[src/rtl/rr_mux_reg_if.sv]
// rtl/rr_mux_reg_if.sv - handshake bundle between producers, rr_mux_reg and its consumer
interface rr_mux_reg_if #(
    parameter int NUM_CH = 4,
    parameter int DATA_W = 4
);
    localparam int CH_W = $clog2(NUM_CH);

    logic [NUM_CH-1:0]        in_valid;
    logic [NUM_CH*DATA_W-1:0] in_data;
    logic [NUM_CH-1:0]        in_ready;
    logic                     out_valid;
    logic [DATA_W-1:0]        out_data;
    logic [CH_W-1:0]          out_ch;
    logic                     out_ready;

    // Environment side: drives requests and consumer ready, observes grants and output word
    modport master (
        output in_valid, in_data, out_ready,
        input  in_ready, out_valid, out_data, out_ch
    );

    // Multiplexer side
    modport slave (
        input  in_valid, in_data, out_ready,
        output in_ready, out_valid, out_data, out_ch
    );
endinterface

[src/rtl/rr_mux_reg.sv]
// rtl/rr_mux_reg.sv - registered N:1 round-robin channel multiplexer with valid/ready handshakes
module rr_mux_reg #(
    parameter int NUM_CH = 4,
    parameter int DATA_W = 4
) (
    input  logic        clk,
    input  logic        rst_n,
    rr_mux_reg_if.slave bus
);
    localparam int              CH_W    = $clog2(NUM_CH);
    localparam logic [CH_W-1:0] LAST_CH = CH_W'(NUM_CH - 1);

    logic              r_out_valid;
    logic [DATA_W-1:0] r_out_data;
    logic [CH_W-1:0]   r_out_ch;
    logic [CH_W-1:0]   r_ptr;

    logic              w_load_en;
    logic              w_fire;
    logic              w_hi_any;
    logic              w_lo_any;
    logic [CH_W-1:0]   w_hi_gnt;
    logic [CH_W-1:0]   w_lo_gnt;
    logic [DATA_W-1:0] w_hi_data;
    logic [DATA_W-1:0] w_lo_data;
    logic [CH_W-1:0]   w_gnt;
    logic [DATA_W-1:0] w_gnt_data;
    logic [NUM_CH-1:0] w_ready;

    // Register can take a word when empty or being drained this cycle
    assign w_load_en = !r_out_valid || bus.out_ready;

    // Two-pass priority: lowest requester at or above r_ptr, else lowest requester overall (the wrap)
    always_comb begin
        w_hi_any  = 1'b0;
        w_lo_any  = 1'b0;
        w_hi_gnt  = '0;
        w_lo_gnt  = '0;
        w_hi_data = '0;
        w_lo_data = '0;
        for (int i = NUM_CH - 1; i >= 0; i--) begin
            if (bus.in_valid[i]) begin
                w_lo_any  = 1'b1;
                w_lo_gnt  = CH_W'(i);
                w_lo_data = bus.in_data[i*DATA_W +: DATA_W];
                if (CH_W'(i) >= r_ptr) begin
                    w_hi_any  = 1'b1;
                    w_hi_gnt  = CH_W'(i);
                    w_hi_data = bus.in_data[i*DATA_W +: DATA_W];
                end
            end
        end
    end

    assign w_gnt      = w_hi_any ? w_hi_gnt  : w_lo_gnt;
    assign w_gnt_data = w_hi_any ? w_hi_data : w_lo_data;
    // Gating with rst_n keeps every in_ready low while reset is held
    assign w_fire     = rst_n && w_load_en && w_lo_any;

    // One-hot accept towards the winning producer only
    always_comb begin
        w_ready = '0;
        for (int i = 0; i < NUM_CH; i++) begin
            w_ready[i] = w_fire && (w_gnt == CH_W'(i));
        end
    end

    // Output register and pointer; pointer advances only on a grant
    always_ff @(posedge clk or negedge rst_n) begin
        if (!rst_n) begin
            r_out_valid <= 1'b0;
            r_out_data  <= '0;
            r_out_ch    <= '0;
            r_ptr       <= '0;
        end else if (w_fire) begin
            r_out_valid <= 1'b1;
            r_out_data  <= w_gnt_data;
            r_out_ch    <= w_gnt;
            r_ptr       <= (w_gnt == LAST_CH) ? '0 : w_gnt + 1'b1;
        end else if (r_out_valid && bus.out_ready) begin
            r_out_valid <= 1'b0;
        end
    end

    assign bus.in_ready  = w_ready;
    assign bus.out_valid = r_out_valid;
    assign bus.out_data  = r_out_data;
    assign bus.out_ch    = r_out_ch;
endmodule

[src/flat_wrapper.sv]
// flat-port wrapper written by rule: the top's interface ports become plain ports
module rr_mux_reg_flat 
#(
    parameter int NUM_CH = 4,
    parameter int DATA_W = 4
)
  (clk, rst_n, bus_in_valid, bus_in_data, bus_out_ready, bus_in_ready, bus_out_valid, bus_out_data, bus_out_ch);
  rr_mux_reg_if #(.NUM_CH(NUM_CH), .DATA_W(DATA_W)) bus_i ();
  input  logic clk;
  input  logic rst_n;
  input wire logic [$bits(bus_i.in_valid)-1:0] bus_in_valid;
  input wire logic [$bits(bus_i.in_data)-1:0] bus_in_data;
  input wire logic [$bits(bus_i.out_ready)-1:0] bus_out_ready;
  output wire logic [$bits(bus_i.in_ready)-1:0] bus_in_ready;
  output wire logic [$bits(bus_i.out_valid)-1:0] bus_out_valid;
  output wire logic [$bits(bus_i.out_data)-1:0] bus_out_data;
  output wire logic [$bits(bus_i.out_ch)-1:0] bus_out_ch;
  assign bus_i.in_valid = bus_in_valid;
  assign bus_i.in_data = bus_in_data;
  assign bus_i.out_ready = bus_out_ready;
  assign bus_in_ready = bus_i.in_ready;
  assign bus_out_valid = bus_i.out_valid;
  assign bus_out_data = bus_i.out_data;
  assign bus_out_ch = bus_i.out_ch;
  rr_mux_reg #(.NUM_CH(NUM_CH), .DATA_W(DATA_W)) u_core (.clk(clk), .rst_n(rst_n), .bus(bus_i));
endmodule
[config.mk]
export PLATFORM = sky130hd
export DESIGN_NAME = rr_mux_reg_flat
export DESIGN_NICKNAME = d
export VERILOG_FILES = /design/src/rtl/rr_mux_reg_if.sv /design/src/rtl/rr_mux_reg.sv /design/src/flat_wrapper.sv
export SDC_FILE = /design/constraint.sdc
export NUM_CORES = 1
export LEC_CHECK = 0
export BUFFER_PORTS_ARGS = -buffer_cell sky130_fd_sc_hd__buf_4
export CAP_MARGIN = 15
export CORE_MARGIN = 4
export CORE_UTILIZATION = 55
export CTS_BUF_LIST = sky130_fd_sc_hd__clkbuf_8
export CTS_CLUSTER_DIAMETER = 150
export DETAILED_ROUTE_END_ITERATION = 8
export HOLD_SLACK_MARGIN = 0.06
export PLACE_DENSITY_LB_ADDON = 0.05
export REMOVE_ABC_BUFFERS = 1
export SYNTH_ARGS = -nofsm -noshare
export SYNTH_HDL_FRONTEND = slang
export SYNTH_SLANG_ARGS = --single-unit
[constraint.sdc]
create_clock -name clk -period 2.49 [get_ports clk]
set_input_delay 0.1245 -clock clk [delete_from_list [all_inputs] [get_ports clk]]
set_output_delay 0.1245 -clock clk [all_outputs]
set_load 0.01 [all_outputs]
==> out/qor.yml, run 1 <==
status:
  run_status: "finished clean"
floorplanning:
  core_um2: 1560
  ios: 34
  fp-row-count: 14
  die_y_um: 49.1
  start_util_pct: 59.7
  die-area_um2: 2410
  die_w_um: 49.1
synth:
  yosys.area.top_type: "dfrtp_1"
  synth.avg_cell_area_um2: 8.09
  syn-cell-area_um2: 931
  ys_types: 34
  yosysWarnings: 0
  synth_top_area_share_pct: 24.2
  syn_inst: 115
  yosysSeqAreaShare_pct: 24.2
  synth.area.top_cells: "dfrtp_1 (24%), nand2_1 (6.9%), ha_1 (5.4%)"
  ys_ff_latch: 9
critical_path:
  cp.arrival_ns: 2.05
  r2r_cells: 4
  rr_startpoint: "u_core.r_ptr[1]$_DFFE_PN0P_"
  crit_type: "flip-flop to primary output"
  r2r_end: "u_core.bus.out_data[1]$_DFFE_PN0P_"
  end_kind: "primary output"
  cp_max_fo: 15
  r2r_slack_ns: 0.72
  cp_data_required_time_ns: 2.37
  worstSetupStartpointType: "flip-flop"
sta:
  fmax_mhz: 460
  fin_crit_ns: 2.18
  hold_violations: 0
  slew-limit-headroom_pct: 67.4
  worst_clock_skew_ns: 0.00732
  drv_slew: 0
  max_slew.worst_pin.slew_ns: 0.489
  setup_tns_ns: 0
  fin_ws_ns: 0.314
  finalSetupViolations: 0
  min_period_over_period_pct: 87.4
  rsz0062_at_grt: "no"
routing:
  postRouteAntennaNets: 0
  remaining_drc_errors: 0
  first_pass_iters: 6
  viasPerCell: 6.04
  wl_per_cell_um: 14.5
  vias: 967
  drt_wl_total_um: 2320
  first_iter_violations: 27
final_layout:
  fillers: 121
  final_cell_mix: "buf_4 (33), nand2_1 (17), dfrtp_1 (9)"
  nets: 172
  n_antenna_cell: 0
  drive_above_1_share_pct: 27.8
  syn2layout_area_growth_pct: 29.3
  final_common_cell: "buf_4"
global_routing:
  grt_pass1_vias: 950
  grt_overflow: 0
  antenna_found_initial: 0
  track_usage_pct: 20.6
  grt_max_degree: 22
  grt_pass1_wl_um: 4010
clock_network:
  cts.path.max_buffers: 2
  htreeDepth: 1
  root_buffer: "clkbuf_8"
  cts.clk_slew.worst_paths_ns: 0.05
  cts_buffers: 3
  clkLatencyLatePin_ns: 0.23
  cts_setup_buffers: 0
  cts_tree: "built"
  cts_sinks: 9
hold_path:
  hold_end: "u_core.bus.out_valid$_DFFE_PN0P_"
  hp-start: "bus_out_ready"
  min_path_type: "primary input to flip-flop"
  holdPathStages: 3
power:
  ir_worst_vdd_mv: 0.361
  power_density_nw_per_um2: 728
  power.leakage_nw: 0.602
placed_design:
  portBuffers: 33
  hpwl_um: 1720
  post-place-ws_ns: 0.601
  place_congestion: 0.922
flow_run:
  cap_viol_max_count: 0
-- flip-flops by register name (all words and copies together) (netlist names) --
name	count
u_core.bus.out_valid	1
u_core.r_ptr	2
u_core.bus.out_ch	2
u_core.bus.out_data	4
-- worst max-delay path, cell delays in order, from the launching register on --
cell,delay (ns)
dfrtp_1,0.64
mux2i_1,0.18
a221oi_2,0.42
inv_1,0.11
ha_1,0.20
and2_1,0.13
buf_4,0.14
-- cell type report --
cell class                      count  area (µm²)  share of cell area (%)
Clock buffer                        3        41.3                    3.43
Clock inverter                      1        5.00                   0.416
Inverter                            6        22.5                    1.87
Multi-Input combinational cell     91         632                    52.5
Sequential cell                     9         225                    18.7
Tap cell                           16        20.0                    1.66
Timing Repair Buffer               34         258                    21.4
-- cells by family after synthesis --
family          after synthesis  synth area share (%)
compound gates               36                  29.8
simple gates                 46                  26.7
fa+ha+maj                     4                  5.38
flops                         9                  24.2
mux                           5                  5.91
buf+inv                      15                  7.93
-- worst max-delay path by stage --
stage                                           start              end  slack, ns  cells past startpoint
final                     u_core.r_ptr[1]$_DFFE_PN0P_  bus_in_ready[0]       0.31                      6
after global routing      u_core.r_ptr[1]$_DFFE_PN0P_  bus_in_ready[0]       0.19                      6
after CTS                 u_core.r_ptr[1]$_DFFE_PN0P_  bus_in_ready[0]       0.32                      6
after detailed placement  u_core.r_ptr[1]$_DFFE_PN0P_  bus_in_ready[0]       0.60                      6
after global placement    u_core.r_ptr[1]$_DFFE_PN0P_  bus_in_ready[2]       0.68                      6
after floorplan           u_core.r_ptr[1]$_DFFE_PN0P_  bus_in_ready[0]       0.88                      5
-- synth_stat cells --
cell type / number
nand2_1: 17
dfrtp_1: 9
buf_2: 8
and2_1: 7
inv_1: 6
a21oi_1: 5
nand2b_1: 5
nor2_1: 5
a31oi_1: 4
ha_1: 4
mux2i_1: 4
nand3b_1: 4
o211a_1: 4
o22ai_1: 4
nor3b_1: 3
o211ai_1: 3
a21boi_1: 2
a21o_1: 2
a221oi_1: 2
a222oi_1: 2
o31ai_1: 2
a221oi_2: 1
a31o_1: 1
and3_4: 1
buf_6: 1
mux2_4: 1
nand3_1: 1
nor2b_1: 1
o21a_1: 1
o21bai_1: 1
o221ai_1: 1
o32a_1: 1
or3b_1: 1
or4_1: 1
-- what timing repair did --
action	in CTS	in global routing
hold endpoints to repair	9	0
hold buffers	1	0
gates resized for setup	0	0
-- per-layer routing --
layer / track usage (%) / part of all wire [%] / routed length (µm)
met5: 0 / 0 / 0
met1: 26.2 / 41 / 956
met4: 11.4 / 1.6 / 37
met2: 32.6 / 49 / 1140
met3: 3.67 / 8.0 / 187
-- power by group --
group | internal (W) | total, W | switching (W)
logic | 0.000230 | 0.000432 | 0.000203
registers | 0.000199 | 0.000274 | 0.0000752
clock network | 0.000109 | 0.000169 | 0.0000599
total | 0.000538 | 0.000876 | 0.000338
-- through the flow --
stage	instances	hold WS, ns	utilization [%]	area (µm²)	total power, W
final	160	0.198	77.2	1200	0.000876
after global routing	160	0.219	77.2	1200	0.000941
after CTS	160	0.196	77.2	1200	0.000877
after detailed placement	155	-0.0416	73.6	1150	0.000700
after global placement	155	-0.0426	73.6	1150	0.000691
after floorplan	106	-0.171	-	880	0.000524
Power figures use the tool's default switching activity.
==> run 2: changes to the inputs <==
Settings changed: CELL_PAD_IN_SITES_DETAIL_PLACEMENT set to 0, CELL_PAD_IN_SITES_GLOBAL_PLACEMENT set to 2, CORE_UTILIZATION 55 to 25, CTS_CLUSTER_DIAMETER 150 to 100.
Clock period 2.49 ns to 1.88 ns, I/O delays scaled along.
==> run 2 against run 1 <==
Against the previous run: global-route usage fell by 8.3 points; hold slack got worse by 0.031 ns; sequential cell count did not move; clock power rose by 31%; critical endpoint is now bus_in_ready[2]; register-to-register slack got worse by 0.54 ns; count of clock-buffer cells in the layout did not move; clock skew fell by 0.0061 ns; power rose by 47%.
==> out/qor.yml, run 2 (same netlist as run 1, synthesis figures left out) <==
status:
  run_status: "finished clean"
placed_design:
  place_area_um2: 1210
  hpwl_um: 2140
  place_congestion: 0.781
  portBuffers: 33
  post-place-ws_ns: 0.205
  dp_cells: 189
sta:
  fin_crit_ns: 1.81
  fin_ws_ns: 0.0730
  min_period_over_period_pct: 96.1
  finalSetupViolations: 0
  worst_clock_skew_ns: 0.00127
  max_slew.worst_pin.slew_ns: 0.330
  drv_slew: 0
  fmax_mhz: 553
  hold_violations: 0
  rsz0062_at_grt: "yes"
  slew-limit-headroom_pct: 78.0
floorplanning:
  start_util_pct: 26.8
  fp-row-count: 21
  die_y_um: 69.0
  ios: 34
  core_um2: 3470
  die-area_um2: 4760
  die_w_um: 69.0
global_routing:
  grt_max_degree: 22
  antenna_found_initial: 0
  grt_overflow: 0
  track_usage_pct: 12.3
  grt_pass1_wl_um: 4890
  grt_pass1_vias: 997
routing:
  wl_per_cell_um: 14.4
  first_iter_violations: 53
  drt_wl_total_um: 2860
  postRouteAntennaNets: 0
  viasPerCell: 5.01
  remaining_drc_errors: 0
  vias: 996
  first_pass_iters: 5
final_layout:
  nets: 181
  fin_area_um2: 1320
  largest_register_ffs: 4
  final_cell_mix: "buf_4 (42), nand2_1 (17), and2_1 (7), dfrtp_1 (7), inv_1 (6)"
  final_common_cell: "buf_4"
  n_antenna_cell: 0
  syn2layout_area_growth_pct: 41.8
  drive_above_1_share_pct: 35.3
  fin_cells: 199
  postLayoutCoreUtil_pct: 38.1
critical_path:
  worstPathCellList: "nor3b_2, o32a_1, ha_1, and2_1, buf_4"
  cp_max_fo: 6
  cp_data_required_time_ns: 1.79
  worstSetupStartpointType: "flip-flop"
  critPathMaxStageDelay_ns: 0.43
  end_kind: "primary output"
  cp.arrival_ns: 1.71
  crit_type: "flip-flop to primary output"
  crit_slowest_cell: "dfrtp_2"
clock_network:
  clkLatencyLatePin_ns: 0.23
  cts_tree: "built"
  cts_buffers: 3
  htreeDepth: 1
  cts.clk_slew.worst_paths_ns: 0.05
  root_buffer: "clkbuf_8"
  cts_sinks: 9
  cts.path.max_buffers: 2
power:
  power.leakage_nw: 0.643
  power_density_nw_per_um2: 973
  ir_worst_vdd_mv: 0.203
hold_path:
  min_path_type: "primary input to flip-flop"
flow_run:
  cap_viol_max_count: 0
run 2: changes by cell type in the layout (fill, tap and decap cells not counted), sizes merged:
cell / delta
clkinv: -1
inv: +1
buf: +9
run 2: report_power, final:
group	internal [W]	switching (W)	leakage (nW)
sequential	0.000268	0.0000624	0.104
clock	0.000143	0.0000797	0.0269
combinational	0.000395	0.000337	0.512
run 2: metal layers:
metal | vias to the layer above | global-route usage (%) | part of all wire, %
li1 | 493 | - | -
met3 | 4 | 2.18 | 6.3
met2 | 36 | 18.5 | 45
met1 | 463 | 17.0 | 48
met4 | 0 | 5.21 | 1.2
met5 | - | 0 | 0
run 2: final timing paths:
path	from	endpoint	slack, ns	depth (start not counted)
worst max-delay path	u_core.r_ptr[0]$_DFFE_PN0P_	bus_in_ready[2]	0.07	5
worst min-delay path	bus_out_ready	u_core.bus.out_valid$_DFFE_PN0P_	0.17	3
worst max register to register	u_core.r_ptr[1]$_DFFE_PN0P_	u_core.bus.out_data[1]$_DFFE_PN0P_	0.18	5
worst min register to register	u_core.bus.out_ch[0]$_DFFE_PN0P_	u_core.bus.out_ch[0]$_DFFE_PN0P_	0.47	2
max in group asynchronous	rst_n	u_core.r_ptr[0]$_DFFE_PN0P_	1.49	2
min in group asynchronous	rst_n	u_core.bus.out_data[0]$_DFFE_PN0P_	0.23	2
run 2: critical path, delay by kind of cell (launching register included):
family / cells / cell delay (ns)
AOI/OAI and AO/OA: 1 / 0.42
adders and majority gates: 1 / 0.20
buffers and inverters: 1 / 0.14
DFF: 1 / 0.43
and+or+nand+nor: 2 / 0.29
run 2: repair_timing:
item                                   4_1_cts  5_1_grt
setup buffers                                0        5
endpoints found under the hold margin        9        0
pin swaps                                    0        2
hold buffers                                 1        0
resized for setup                            2        4
setup endpoints to repair                    4        4
run 2: cell type report:
type | count | area, µm²
sequential | 9 | 228
tap | 46 | 57.6
multi-input combinational | 91 | 642
clock buffer | 3 | 41.3
timing repair buffer | 43 | 325
fill | 396 | 2150
inverter | 6 | 22.5
clock inverter | 1 | 3.75
run 2: per-stage QoR:
stage               hold slack (ns)  TNS [ns]  total power, W
CTS                           0.173         0         0.00122
detailed placement          -0.0680         0        0.000993
finish                        0.167         0         0.00128
floorplan                    -0.202         0        0.000694
global placement            -0.0657         0        0.000995
global route                  0.210   -0.0290         0.00140
==> run 3: changes to the inputs <==
Settings changed: CELL_PAD_IN_SITES_GLOBAL_PLACEMENT 2 to 1, CORE_UTILIZATION 25 to 33.
==> run 3 against run 2 <==
Against the previous run: design area down 3.2%; register-to-register slack about the same; wire length down 9.9%; via count down 0.70%; critical path type unchanged; sequential share of layout area up 0.57 points; critical endpoint is now bus_in_ready[0]; core utilization up 11 points; clock skew about the same; combinational power down 5.7%.
==> out/qor.yml, run 3 (same netlist as run 1, synthesis figures left out) <==
sta:
  fmax_mhz: 562
  setup_tns_ns: 0
  slew-limit-headroom_pct: 79.9
  fin_crit_ns: 1.78
  max_slew.worst_pin.slew_ns: 0.302
  min_period_over_period_pct: 94.6
  drv_slew: 0
  worst_clock_skew_ns: 0.00160
  hold_violations: 0
  finalSetupViolations: 0
clock_network:
  cts.path.max_buffers: 2
  cts_tree: "built"
  clkLatencyLatePin_ns: 0.23
  cts_sinks: 9
  htreeDepth: 1
  cts_buffers: 3
  cts.clk_slew.worst_paths_ns: 0.05
  root_buffer: "clkbuf_8"
routing:
  vias: 989
  wl_per_cell_um: 14.3
  viasPerCell: 5.46
  remaining_drc_errors: 0
  first_pass_iters: 4
  drt_wl_total_um: 2580
  postRouteAntennaNets: 0
  first_iter_violations: 19
final_layout:
  final_cell_mix: "buf_4 (40), nand2_1 (17), inv_1 (7), and2_1 (7), dfrtp_1 (7)"
  nets: 179
  largest_register_ffs: 4
  n_antenna_cell: 0
  drive_above_1_share_pct: 32.5
  final_common_cell: "buf_4"
  syn2layout_area_growth_pct: 37.2
  fin_cells: 181
  fillers: 273
flow_run:
  cap_viol_max_count: 0
global_routing:
  grt_max_degree: 22
  grt_overflow: 0
  antenna_found_initial: 0
  track_usage_pct: 14.8
  grt_pass1_wl_um: 4180
  grt_pass1_vias: 916
floorplanning:
  die_w_um: 61.1
  die-area_um2: 3730
  ios: 34
  core_um2: 2590
  fp-row-count: 18
  die_y_um: 61.1
  start_util_pct: 35.9
power:
  swShare_pct: 37.2
  ir_worst_vdd_mv: 0.739
  power_density_nw_per_um2: 971
  intPower_w: 0.000778
  p_clk_share_pct: 18.1
  pwr-share-seq_pct: 26.2
  power.leakage_nw: 0.634
  comb_power_share_pct: 55.7
  power.switching_w: 0.000462
critical_path:
  cp.arrival_ns: 1.68
  cp_max_fo: 6
  end_kind: "primary output"
  crit_type: "flip-flop to primary output"
  r2r_cells: 5
  cp_data_required_time_ns: 1.79
  worstSetupStartpointType: "flip-flop"
placed_design:
  place_congestion: 0.815
  portBuffers: 33
  dp_cells: 173
  hpwl_um: 1930
hold_path:
  min_path_type: "primary input to flip-flop"
  holdPathStages: 3
status:
  run_status: "finished clean"
## run 3: cell types whose count changed in the layout (fill, tap and decap cells not counted), sizes merged
cell  previous run  this run
buf             42        40
## run 3: critical path, cell delays in order, from the launching register on
cell and delay (ns):
dfrtp_2 0.45, a21boi_1 0.14, o32a_1 0.39, inv_1 0.10
ha_2 0.16, and2_1 0.11, buf_4 0.11
## run 3: path summary, 6_finish.rpt
| kind | start | endpoint | slack (ns) |
|---|---|---|---|
| max | u_core.r_ptr[1]$_DFFE_PN0P_ | bus_in_ready[0] | 0.10 |
| min | bus_out_ready | u_core.bus.out_valid$_DFFE_PN0P_ | 0.16 |
| max reg2reg | u_core.r_ptr[1]$_DFFE_PN0P_ | u_core.bus.out_data[1]$_DFFE_PN0P_ | 0.18 |
| min reg2reg | u_core.bus.out_ch[0]$_DFFE_PN0P_ | u_core.bus.out_ch[0]$_DFFE_PN0P_ | 0.48 |
| max in group asynchronous | rst_n | u_core.r_ptr[0]$_DFFE_PN0P_ | 1.49 |
| min in group asynchronous | rst_n | u_core.bus.out_data[0]$_DFFE_PN0P_ | 0.23 |
## run 3: per-stage QoR
stage	hold WS [ns]	area, µm²	util (%)	worst slack [ns]	power [W]
5_1_grt	0.189	1280	49.3	-0.00659	0.00135
2_1_floorplan	-0.202	880	-	0.305	0.000694
4_1_cts	0.157	1250	48.3	0.00718	0.00122
3_5_place_dp	-0.0646	1190	46.1	0.208	0.000980
6_report	0.161	1280	49.3	0.102	0.00124
3_3_place_gp	-0.0650	1190	46.1	0.219	0.000971
## run 3: what timing repair did
action                                  CTS  global route
endpoints found under the setup margin    4             4
pin swaps                                 0             2
resized for setup                         1             2
hold buffers                              1             0
hold endpoints to repair                  9             0
buffers inserted                          0             3
## run 3: area by class of cell
| cell class | count | area (µm²) | share of cell area, % |
|---|---|---|---|
| multi-input combinational | 91 | 634 | 49.7 |
| timing repair buffer | 41 | 310 | 24.3 |
| inverter | 6 | 22.5 | 1.76 |
| clock buffer | 3 | 41.3 | 3.23 |
| sequential | 9 | 228 | 17.8 |
| clock inverter | 1 | 3.75 | 0.294 |
| tap | 30 | 37.5 | 2.94 |
## run 3: power by group through the flow
stage | combinational, W | clock [W] | sequential (W)
floorplan | 0.000325 | 0 | 0.000369
global route | 0.000770 | 0.000242 | 0.000337
detailed placement | 0.000630 | 0 | 0.000349
CTS | 0.000632 | 0.000233 | 0.000351
global placement | 0.000626 | 0 | 0.000344
finish | 0.000690 | 0.000224 | 0.000325
## run 3: metal layers
| metal | track usage (%) | part of all wire [%] | up-vias |
|---|---|---|---|
| li1 | - | - | 493 |
| met1 | 20.4 | 48 | 442 |
| met2 | 22.8 | 42 | 50 |
| met3 | 3.98 | 8.4 | 4 |
| met4 | 4.02 | 1.3 | 0 |
| met5 | 0 | 0 | - |
